$ cat config.mk
export PLATFORM = sky130hd
export DESIGN_NAME = mem_port_arbiter_flat
export DESIGN_NICKNAME = d
export VERILOG_FILES = /design/src/rtl/mem_port_arbiter_pkg.sv /design/src/rtl/mem_port_arbiter_if.sv /design/src/rtl/mem_port_arbiter_timer.sv /design/src/rtl/mem_port_arbiter.sv /design/src/flat_wrapper.sv
export SDC_FILE = /design/constraint.sdc
export NUM_CORES = 1
export LEC_CHECK = 0
export ABC_AREA = 1
export BUFFER_PORTS_ARGS = -buffer_cell sky130_fd_sc_hd__buf_2
export CAP_MARGIN = 5
export CORE_ASPECT_RATIO = 1.1
export CORE_MARGIN = 5
export CORE_UTILIZATION = 51
export DETAILED_ROUTE_END_ITERATION = 6
export GPL_ROUTABILITY_DRIVEN = 0
export PLACE_DENSITY = 0.82
export SYNTH_ARGS = -nofsm -noshare
export SYNTH_HDL_FRONTEND = slang
export SYNTH_SLANG_ARGS = --single-unit
$ cat constraint.sdc
create_clock -name clk -period 4.15 [get_ports clk]
set_clock_uncertainty 0.05 [all_clocks]
set_input_delay 0.2075 -clock clk [delete_from_list [all_inputs] [get_ports clk]]
set_output_delay 0.2075 -clock clk [all_outputs]
set_load 0.02 [all_outputs]
$ cat src/rtl/mem_port_arbiter_pkg.sv
// Shared types and helpers for the unified-memory port arbiter.
// Holds the arbiter state encoding, the owner encoding and the tie-break
// helper used when both the fetch side and the load/store side request together.
package mem_port_arbiter_pkg;

    localparam int unsigned DEF_WORD_W      = 16;
    localparam int unsigned DEF_ADDR_W      = 16;
    localparam int unsigned DEF_MEM_LATENCY = 4;

    typedef enum logic [1:0] {
        ARB_IDLE   = 2'd0,
        ARB_ACCESS = 2'd1,
        ARB_RESP   = 2'd2
    } arb_state_e;

    typedef enum logic {
        OWN_I = 1'b0,
        OWN_D = 1'b1
    } arb_owner_e;

    // Decide who gets the memory when at least one side is requesting.
    // With rr_en clear a tie always goes to D; with rr_en set a tie goes to the
    // side that did not own the memory last time.
    function automatic arb_owner_e pick_owner(input logic       i_req,
                                              input logic       d_req,
                                              input arb_owner_e last_owner,
                                              input logic       rr_en);
        arb_owner_e winner;
        if (i_req && d_req) begin
            if (rr_en && (last_owner == OWN_D)) begin
                winner = OWN_I;
            end else begin
                winner = OWN_D;
            end
        end else if (d_req) begin
            winner = OWN_D;
        end else begin
            winner = OWN_I;
        end
        return winner;
    endfunction

endpackage

$ cat src/rtl/mem_port_arbiter_if.sv
// Bundle of the fetch, load/store and memory-side signals of the arbiter.
// The arbiter uses the slave view; the CPU/memory environment uses the master view.
interface mem_port_arbiter_if #(
    parameter int unsigned WORD_W = 16,
    parameter int unsigned ADDR_W = 16
);

    logic              i_req;
    logic [ADDR_W-1:0] i_addr;
    logic [WORD_W-1:0] i_rdata;
    logic              i_ack;

    logic              d_req;
    logic              d_we;
    logic [ADDR_W-1:0] d_addr;
    logic [WORD_W-1:0] d_wdata;
    logic [WORD_W-1:0] d_rdata;
    logic              d_ack;

    logic              mem_read;
    logic              mem_write;
    logic [ADDR_W-1:0] mem_addr;
    logic [WORD_W-1:0] mem_wdata;
    logic [WORD_W-1:0] mem_rdata;

    logic              busy;

    modport slave (
        input  i_req, i_addr, d_req, d_we, d_addr, d_wdata, mem_rdata,
        output i_rdata, i_ack, d_rdata, d_ack,
               mem_read, mem_write, mem_addr, mem_wdata, busy
    );

    modport master (
        output i_req, i_addr, d_req, d_we, d_addr, d_wdata, mem_rdata,
        input  i_rdata, i_ack, d_rdata, d_ack,
               mem_read, mem_write, mem_addr, mem_wdata, busy
    );

endinterface

$ cat src/rtl/mem_port_arbiter_timer.sv
// mem_access_timer: counts the cycles of one memory access window.
// start loads the count with 1 (first access cycle); while run is high the
// count advances until it reaches MEM_LATENCY, where last is raised. The count
// never advances past MEM_LATENCY, so it cannot wrap in its narrow width.
module mem_access_timer #(
    parameter int unsigned MEM_LATENCY = 4
) (
    input  logic clk,
    input  logic reset,
    input  logic start,
    input  logic run,
    output logic last
);

    localparam int unsigned CNT_W = $clog2(MEM_LATENCY + 1);

    logic [CNT_W-1:0] cnt_q;
    logic [CNT_W-1:0] cnt_d;

    assign last = run && (cnt_q == CNT_W'(MEM_LATENCY));

    // Next count: reload on a new grant, otherwise step through the window.
    always_comb begin
        cnt_d = cnt_q;
        if (start) begin
            cnt_d = CNT_W'(1);
        end else if (run && !last) begin
            cnt_d = cnt_q + CNT_W'(1);
        end
    end

    // Count register with synchronous reset.
    always_ff @(posedge clk) begin
        if (reset) begin
            cnt_q <= '0;
        end else begin
            cnt_q <= cnt_d;
        end
    end

endmodule

$ cat src/rtl/mem_port_arbiter.sv
// mem_port_arbiter: shares one fixed-latency memory between the instruction
// fetch side (I) and the load/store side (D). One requester is granted at a
// time; address, direction and write data are latched at grant and held for the
// whole access window, and the owner gets a one-cycle ack after the window.
// Optional macro ARB_RR_EN: ties are broken toward the side that did not own the
// memory last; without it D always wins a tie. The owner register keeps its
// value between accesses, so it doubles as the last-owner record.
module mem_port_arbiter
    import mem_port_arbiter_pkg::*;
#(
    parameter int unsigned WORD_W      = DEF_WORD_W,
    parameter int unsigned ADDR_W      = DEF_ADDR_W,
    parameter int unsigned MEM_LATENCY = DEF_MEM_LATENCY
) (
    input  logic               clk,
    input  logic               reset,
    mem_port_arbiter_if.slave  bus
);

`ifdef ARB_RR_EN
    localparam logic RR_EN = 1'b1;
`else
    localparam logic RR_EN = 1'b0;
`endif

    arb_state_e        state_q,   state_d;
    arb_owner_e        owner_q,   owner_d;
    logic              we_q,      we_d;
    logic [ADDR_W-1:0] addr_q,    addr_d;
    logic [WORD_W-1:0] wdata_q,   wdata_d;
    logic [WORD_W-1:0] i_rdata_q, i_rdata_d;
    logic [WORD_W-1:0] d_rdata_q, d_rdata_d;

    logic timer_start;
    logic timer_run;
    logic access_last;

    assign timer_start = (state_q == ARB_IDLE) && (bus.i_req || bus.d_req);
    assign timer_run   = (state_q == ARB_ACCESS);

    mem_access_timer #(
        .MEM_LATENCY (MEM_LATENCY)
    ) u_timer (
        .clk   (clk),
        .reset (reset),
        .start (timer_start),
        .run   (timer_run),
        .last  (access_last)
    );

    // Next-state logic: grant from IDLE only, capture read data on the last
    // access cycle, and always spend one RESP cycle before looking at requests
    // again so a still-high req cannot be granted twice.
    always_comb begin
        state_d   = state_q;
        owner_d   = owner_q;
        we_d      = we_q;
        addr_d    = addr_q;
        wdata_d   = wdata_q;
        i_rdata_d = i_rdata_q;
        d_rdata_d = d_rdata_q;
        case (state_q)
            ARB_IDLE: begin
                if (bus.i_req || bus.d_req) begin
                    owner_d = pick_owner(bus.i_req, bus.d_req, owner_q, RR_EN);
                    if (owner_d == OWN_D) begin
                        addr_d  = bus.d_addr;
                        we_d    = bus.d_we;
                        wdata_d = bus.d_wdata;
                    end else begin
                        addr_d  = bus.i_addr;
                        we_d    = 1'b0;
                    end
                    state_d = ARB_ACCESS;
                end
            end
            ARB_ACCESS: begin
                if (access_last) begin
                    if (!we_q) begin
                        if (owner_q == OWN_D) begin
                            d_rdata_d = bus.mem_rdata;
                        end else begin
                            i_rdata_d = bus.mem_rdata;
                        end
                    end
                    state_d = ARB_RESP;
                end
            end
            ARB_RESP: begin
                state_d = ARB_IDLE;
            end
            default: begin
                state_d = ARB_IDLE;
            end
        endcase
    end

    // State and datapath registers; reset drops any in-flight access.
    always_ff @(posedge clk) begin
        if (reset) begin
            state_q   <= ARB_IDLE;
            owner_q   <= OWN_I;
            we_q      <= 1'b0;
            addr_q    <= '0;
            wdata_q   <= '0;
            i_rdata_q <= '0;
            d_rdata_q <= '0;
        end else begin
            state_q   <= state_d;
            owner_q   <= owner_d;
            we_q      <= we_d;
            addr_q    <= addr_d;
            wdata_q   <= wdata_d;
            i_rdata_q <= i_rdata_d;
            d_rdata_q <= d_rdata_d;
        end
    end

    assign bus.mem_read  = (state_q == ARB_ACCESS) && !we_q;
    assign bus.mem_write = (state_q == ARB_ACCESS) &&  we_q;
    assign bus.mem_addr  = addr_q;
    assign bus.mem_wdata = wdata_q;
    assign bus.i_rdata   = i_rdata_q;
    assign bus.d_rdata   = d_rdata_q;
    assign bus.i_ack     = (state_q == ARB_RESP) && (owner_q == OWN_I);
    assign bus.d_ack     = (state_q == ARB_RESP) && (owner_q == OWN_D);
    assign bus.busy      = (state_q != ARB_IDLE);

endmodule
$ cat src/flat_wrapper.sv
// flat-port wrapper written by rule: the top's interface ports become plain ports
module mem_port_arbiter_flat import mem_port_arbiter_pkg::*;
#(
    parameter int unsigned WORD_W      = DEF_WORD_W,
    parameter int unsigned ADDR_W      = DEF_ADDR_W,
    parameter int unsigned MEM_LATENCY = DEF_MEM_LATENCY
)
  (clk, reset, bus_i_req, bus_i_addr, bus_d_req, bus_d_we, bus_d_addr, bus_d_wdata, bus_mem_rdata, bus_i_rdata, bus_i_ack, bus_d_rdata, bus_d_ack, bus_mem_read, bus_mem_write, bus_mem_addr, bus_mem_wdata, bus_busy);
  mem_port_arbiter_if #(.WORD_W(WORD_W), .ADDR_W(ADDR_W)) bus_i ();
  input  logic clk;
  input  logic reset;
  input wire logic [$bits(bus_i.i_req)-1:0] bus_i_req;
  input wire logic [$bits(bus_i.i_addr)-1:0] bus_i_addr;
  input wire logic [$bits(bus_i.d_req)-1:0] bus_d_req;
  input wire logic [$bits(bus_i.d_we)-1:0] bus_d_we;
  input wire logic [$bits(bus_i.d_addr)-1:0] bus_d_addr;
  input wire logic [$bits(bus_i.d_wdata)-1:0] bus_d_wdata;
  input wire logic [$bits(bus_i.mem_rdata)-1:0] bus_mem_rdata;
  output wire logic [$bits(bus_i.i_rdata)-1:0] bus_i_rdata;
  output wire logic [$bits(bus_i.i_ack)-1:0] bus_i_ack;
  output wire logic [$bits(bus_i.d_rdata)-1:0] bus_d_rdata;
  output wire logic [$bits(bus_i.d_ack)-1:0] bus_d_ack;
  output wire logic [$bits(bus_i.mem_read)-1:0] bus_mem_read;
  output wire logic [$bits(bus_i.mem_write)-1:0] bus_mem_write;
  output wire logic [$bits(bus_i.mem_addr)-1:0] bus_mem_addr;
  output wire logic [$bits(bus_i.mem_wdata)-1:0] bus_mem_wdata;
  output wire logic [$bits(bus_i.busy)-1:0] bus_busy;
  assign bus_i.i_req = bus_i_req;
  assign bus_i.i_addr = bus_i_addr;
  assign bus_i.d_req = bus_d_req;
  assign bus_i.d_we = bus_d_we;
  assign bus_i.d_addr = bus_d_addr;
  assign bus_i.d_wdata = bus_d_wdata;
  assign bus_i.mem_rdata = bus_mem_rdata;
  assign bus_i_rdata = bus_i.i_rdata;
  assign bus_i_ack = bus_i.i_ack;
  assign bus_d_rdata = bus_i.d_rdata;
  assign bus_d_ack = bus_i.d_ack;
  assign bus_mem_read = bus_i.mem_read;
  assign bus_mem_write = bus_i.mem_write;
  assign bus_mem_addr = bus_i.mem_addr;
  assign bus_mem_wdata = bus_i.mem_wdata;
  assign bus_busy = bus_i.busy;
  mem_port_arbiter #(.WORD_W(WORD_W), .ADDR_W(ADDR_W), .MEM_LATENCY(MEM_LATENCY)) u_core (.clk(clk), .reset(reset), .bus(bus_i));
endmodule
==> impl_results.md, run 1 <==
- Largest net degree at the start of global routing: 69
- CP most frequent cell: nand2_1
- Static leakage: 0.00217 uW
- P_sw: 450 uW
- Initial Utilization: 53.1%
- First-pass GRT wire length: 13,000 um
- Worst-Skew Late Latency: 0.34 ns
- Post-CTS setup buffer count: 0
- Clock Power Share: 38.4%
- Setup TNS: 0 ns
- Slew Limit Fails: 0
- Final Net Count: 662
- Status: complete, no violations
- CTS root buffer: clkbuf_8
- Number of warnings issued by yosys: 0
- Global route overflow: 0
- Worst r2r src: u_core.u_timer.cnt_q[0]
- DRC errors left: 0
- Antenna violations before repair: 0
- CP Launch Point: u_core.u_timer.cnt_q[0]
- CTS buffer count: 9
- Ports: 138
- Vias in the first global route: 2,996
- H-tree levels: 3
- Crit Path Max Fanout: 32
- Sequential cell area: 1420 um2
- Vias per std cell: 4.64
- Hold Fails Final Rpt: 0
- Total number of vias: 3,123
- Final WL: 7830 um
- Synth area leader: dfxtp_1
- Global Route Usage Sum: 20.3%
- Syn-to-layout area delta: 28.6%
- Slew margin rel.: 29.6%
- Top delay family on crit path: simple AND/OR/NAND/NOR gates
- Post-CTS Resized: 0
- Core area: 5840 um2
- Placed cell count: 657
- Post-Syn Instances: 466
- Total clock sinks: 71
- Max VDD drop: 0.272 mV
- First-pass DRT Iterations: 4
- Max layer used: met4
- Footprint of the multi-input gates: 1390 um2
- Final Cycle Share: 48.8%
- Share of cells above drive strength 1: 28.2%
- Area contributors post-synth: dfxtp_1 46%, nand2_1 15%, nor2_1 14%
- Total power draw: 1590 uW
- Most common cell after layout, fill and taps aside: buf_2
- Die Ht: 91.8 um
- Diode count: 0
- Flop pwr share: 46.0%
- Crit path required time: 4.34 ns
- Post-route ant nets: 0
- CTS tree: yes
- Core Rows: 29
- Comb power frac: 15.7%
- Yosys reg bits: 71
- Detailed router's first-iteration violation count: 89
- Filler cells: 546
- Layout Cells excl Fill: 673
- Synth top area share: 45.8%
- Post-synth cell types: 19
- Worst-Margin Slew: 1.05 ns
- Kind of critical path: reg2reg
- Die X: 84.4 um
- Netlist Area Pre-Place: 3100 um2
- Critical path data arrival time: 2.22 ns
- Maxcap violations: 0
- Clock Path Buffers: 2
- Met2 routed WL: 3640 um
- CP startpoint kind: flip-flop
- Cell Pwr Density: 399 nW/um2
- Worst path max stage delay: 0.84 ns
- Final setup violation count: 0
- CP cell instances: inv_1, ha_1, nand2_1, nor2_2, nand3_1, nand2_1, nor2_1
- Cts hold-fix bufs: 0
- Worst Hold Class: in2reg
- Wire per inst: 11.6 um
- Syn Nets: 537
- Fraction of power spent switching nets: 28.2%
- Worst hold start: reset
- Most frequent cells in the layout: 137 x buf_2, 122 x nand2_1, 115 x nor2_1
- RSZ-0062 raised after global routing: no
- Met3 Wirelength: 766 um
- Synth Area per Inst: 6.66 um2
- Reg clk slew, reported paths: 0.08 ns
- Fmax: 493 MHz
- HPWL Detailed: 5660 um
- I/O Buffers: 137
- Slowest CP cell: nor2_2
- Crit. End Element: flip-flop
- Met1 wire length: 3340 um
- Tmin final: 2.03 ns
- Sequential area share after synthesis: 45.8%
- CP Buf/Inv Count: 1
- Int Pwr: 1140 uW
- DIE AREA: 7750 um2
[Yosys cell counts]
cell type,n
a21oi_1,3
buf_1,4
buf_2,13
buf_6,2
clkbuf_1,5
dfxtp_1,71
ha_1,2
inv_1,42
inv_2,4
nand2_1,122
nand2_2,1
nand3_1,36
nor2_1,115
nor2_2,3
nor2_4,5
nor3_1,18
o21ai_0,18
o21ai_2,1
xor2_1,1
[power groups by stage]
stage | registers [uW] | clock network, uW | logic [uW]
after detailed placement | 748 | 0 | 251
after CTS | 733 | 625 | 252
after floorplan | 785 | 0 | 127
final | 733 | 612 | 250
after global routing | 737 | 652 | 283
after global placement | 748 | 0 | 246
[metrics by stage]
stage | worst slack [ns] | utilization [%] | cell area, um2 | hold WS (ns)
3_3_place_gp | 2.20 | 64.6 | 3770 | 0.357
4_1_cts | 2.14 | 68.3 | 3990 | 0.00807
2_1_floorplan | 2.83 | - | 3100 | 0.227
3_5_place_dp | 2.16 | 64.6 | 3770 | 0.368
6_report | 2.12 | 68.3 | 3990 | 0.0199
5_1_grt | 1.96 | 68.3 | 3990 | 0.0122
[sequential cells by signal (all words and copies together), names as in the netlist]
register	count
u_core.owner_q	1
u_core.state_q	2
u_core.bus.i_rdata	16
u_core.u_timer.cnt_q	3
u_core.bus.mem_wdata	16
u_core.bus.mem_addr	16
u_core.we_q	1
u_core.bus.d_rdata	16
[cell families (layout without fill, tap and decap cells)]
logic type | after synthesis | after routing | synth area share (%)
flops | 71 | 71 | 45.8
buf+inv | 70 | 200 | 9.47
fa+ha+maj | 2 | 2 | 0.806
xor+xnor | 1 | 1 | 0.282
simple gates | 300 | 300 | 40.0
compound gates | 22 | 22 | 3.67
[path summary, 6_finish.rpt]
path              depth (start not counted)  slack (ns)                     end
setup / recovery                          7        2.12   u_core.bus.i_rdata[5]
hold / removal                            2        0.02       u_core.state_q[0]
setup reg to reg                          7        2.12   u_core.bus.i_rdata[5]
hold reg to reg                           2        0.43  u_core.bus.i_rdata[11]
[area by class of cell]
type | instances | area share [%]
clock buffer | 10 | 3.20
clock inverter | 6 | 2.32
inverter | 46 | 4.32
multi-input combinational | 325 | 34.8
sequential | 71 | 35.6
tap | 77 | 2.41
timing repair buffer | 138 | 17.4
[per-layer routing]
metal	global-route usage, %	up-vias
li1	-	1666
met2	35.5	119
met1	22.7	1330
met3	7.35	8
met4	6.99	0
met5	0	-
No activity file was read; power rests on OpenSTA's default activity.
==> run 2, diff against run 1 <==
--- a/config.mk
+++ b/config.mk
@@ -10,10 +10,10 @@
 export CAP_MARGIN = 5
 export CORE_ASPECT_RATIO = 1.1
 export CORE_MARGIN = 5
-export CORE_UTILIZATION = 51
+export CORE_UTILIZATION = 47
 export DETAILED_ROUTE_END_ITERATION = 6
 export GPL_ROUTABILITY_DRIVEN = 0
-export PLACE_DENSITY = 0.82
+export PLACE_DENSITY = 0.77
 export SYNTH_ARGS = -nofsm -noshare
 export SYNTH_HDL_FRONTEND = slang
 export SYNTH_SLANG_ARGS = --single-unit
==> constraint.sdc (replaced) <==
create_clock -name clk -period 2 [get_ports clk]
set_clock_uncertainty 0.05 [all_clocks]
set_input_delay 0.1 -clock clk [delete_from_list [all_inputs] [get_ports clk]]
set_output_delay 0.1 -clock clk [all_outputs]
set_load 0.02 [all_outputs]
==> run 2 against run 1 <==
Against the previous run: first-iteration DRC count shrank 1.1%; register-to-register slack worse by 1.6 ns; utilization fell by 2.4 points; setup slack worse by 1.7 ns; critical path type is now reg2out.
==> impl_results.md, run 2 (same netlist as run 1, synthesis figures left out) <==
- Slew Limit Fails: 0 (unchanged)
- Hold Path Depth: 5 (+3)
- CTS root buffer: clkbuf_8
- RSZ-0062 raised after global routing: no
- CTS tree: yes
- Die X: 87.5 um (+3.7%)
- Ports: 138 (unchanged)
- DIE AREA: 8330 um2 (+7.5%)
- Vias in the first global route: 3,026 (+1.0%)
- Largest net degree at the start of global routing: 36 (-48%)
- Wire per inst: 11.9 um (+2.5%)
- Worst path max stage delay: 0.45 ns (-0.39 ns)
- Hold Slack: 0.0199 ns (+0.0000642 ns)
- Worst-Skew Late Latency: 0.35 ns (about the same)
- Slew margin rel.: 63.8% (+34 points)
- I/O Buffers: 137 (unchanged)
- First-pass DRT Iterations: 4 (unchanged)
- Worst r2r path cells: 8 (+1)
- Most common cell after layout, fill and taps aside: buf_2
- Reg clk slew, reported paths: 0.08 ns (about the same)
- Worst Setup EP: bus_busy
- HPWL Detailed: 5840 um (+3.2%)
- Hold Fails Final Rpt: 0 (unchanged)
- CP cell instances: nor2_2, inv_2, buf_2
- Setup TNS: 0 ns (unchanged)
- Share of cells above drive strength 1: 28.2% (+0.038 points)
- Global route overflow: 0 (unchanged)
- Worst Hold Class: in2reg
- Core Rows: 31 (+6.9%)
- Post-CTS Resized: 0 (unchanged)
- Final WL: 8370 um (+6.9%)
- Final Net Count: 686 (+3.6%)
- Kind of critical path: reg2out
- Final setup violation count: 0 (unchanged)
- Core area: 6520 um2 (+12%)
- Die Ht: 95.2 um (+3.7%)
- Cell Pwr Density: 869 nW/um2 (+120%)
- H-tree levels: 3 (unchanged)
- Maxcap violations: 0 (unchanged)
- Clock Path Buffers: 2 (unchanged)
- DRC errors left: 0 (unchanged)
- Status: complete, no violations
- Worst r2r src: u_core.u_timer.cnt_q[0]
- Final setup margin: 0.453 ns (-1.67 ns)
- Syn-to-layout area delta: 38.4%
- Total number of vias: 3,284 (+5.2%)
- Place WS: 0.523 ns (-1.64 ns)
- Most frequent cells in the layout: 137 x buf_2, 122 x nand2_1, 115 x nor2_1
- Post-CTS setup buffer count: 0 (unchanged)
- Crit. End Element: primary output
- CP Launch Point: u_core.state_q[0]
- CTS buffer count: 9 (unchanged)
- Worst-Margin Slew: 0.542 ns (-0.512 ns)
- Static leakage: 0.00231 uW (+6.7%)
- Tmin final: 1.55 ns
- Cts hold-fix bufs: 18 (+18)
- Final Instance Area: 4300 um2 (+7.6%)
- Reg2reg setup slack: 0.50 ns (-1.62 ns)
- Post-route ant nets: 0 (unchanged)
- Total power draw: 3730 uW (+130%)
- Final Cycle Share: 77.3%
- Filler cells: 571 (+4.6%)
- Critical path data arrival time: 1.40 ns (-0.82 ns)
- Vias per std cell: 4.68 (+0.81%)
- Crit Path Max Fanout: 18 (-44%)
- CP startpoint kind: flip-flop
- Post-Place Cell Area: 3820 um2 (+1.4%)
- Diode count: 0 (unchanged)
- Slowest CP cell: dfxtp_1
- Max VDD drop: 0.545 mV (+100%)
- Crit path required time: 1.85 ns (-2.49 ns)
- Global Route Usage Sum: 20.3% (+0.059 points)
- Total clock sinks: 71 (unchanged)
- RR Endpoint: u_core.bus.i_rdata[7]
- Fmax: 647 MHz
- Antenna violations before repair: 0 (unchanged)
- Detailed router's first-iteration violation count: 88 (-1.1%)
- Initial Utilization: 47.6% (-5.5 points)
- First-pass GRT wire length: 13,500 um (+3.4%)
-- run 2: cell types whose count changed in the layout (fill, tap and decap cells not counted), sizes merged --
| cell | delta |
|---|---|
| buf | +6 |
| bufinv | +3 |
| clkbuf | -1 |
| clkinv | +1 |
| clkinvlp | -2 |
| dlygate4sd3 | +18 |
| inv | -1 |
-- run 2: worst min-delay path by stage --
stage                  startpoint                      to  slack (ns)
floorplan                   reset       u_core.state_q[0]        0.12
global placement            reset       u_core.state_q[0]        0.25
detailed placement          reset       u_core.state_q[0]        0.25
CTS                 bus_i_addr[5]  u_core.bus.mem_addr[5]      0.0006
global route        bus_d_addr[3]  u_core.bus.mem_addr[3]        0.04
finish              bus_i_addr[7]  u_core.bus.mem_addr[7]        0.02
-- run 2: where the power goes --
part,leakage [uW],internal [uW],total (uW),switching (uW)
Clock,0.000144,1090,1650,559
Combinational,0.00159,211,563,352
Sequential,0.000581,1480,1520,39.2
Total,0.00231,2780,3730,950
-- run 2: layout make-up --
cell class | instances | area, um2 | share of cell area, %
inverter | 46 | 173 | 4.02
clock buffer | 9 | 124 | 2.88
clock inverter | 7 | 168 | 3.90
sequential | 71 | 1420 | 33.1
timing repair buffer | 162 | 918 | 21.4
tap | 82 | 103 | 2.39
multi-input combinational | 325 | 1390 | 32.3
-- run 2: stage by stage --
stage          cells  util [%]
2_1_floorplan    466         -
3_3_place_gp     668      58.7
3_5_place_dp     668      58.7
4_1_cts          702      65.9
5_1_grt          702      65.9
6_report         702      65.9
-- run 2: critical path: cells and delay by family (launching register included) --
kind | cells | cell delay (ns)
buffers and inverters | 2 | 0.51
DFF | 1 | 0.45
and+or+nand+nor | 1 | 0.09
-- run 2: metal layers --
| layer | track usage [%] | wire length, um |
|---|---|---|
| met1 | 24.6 | 3540 |
| met4 | 11.4 | 248 |
| met5 | 0 | 0 |
| met3 | 5.79 | 720 |
| met2 | 32.2 | 3860 |
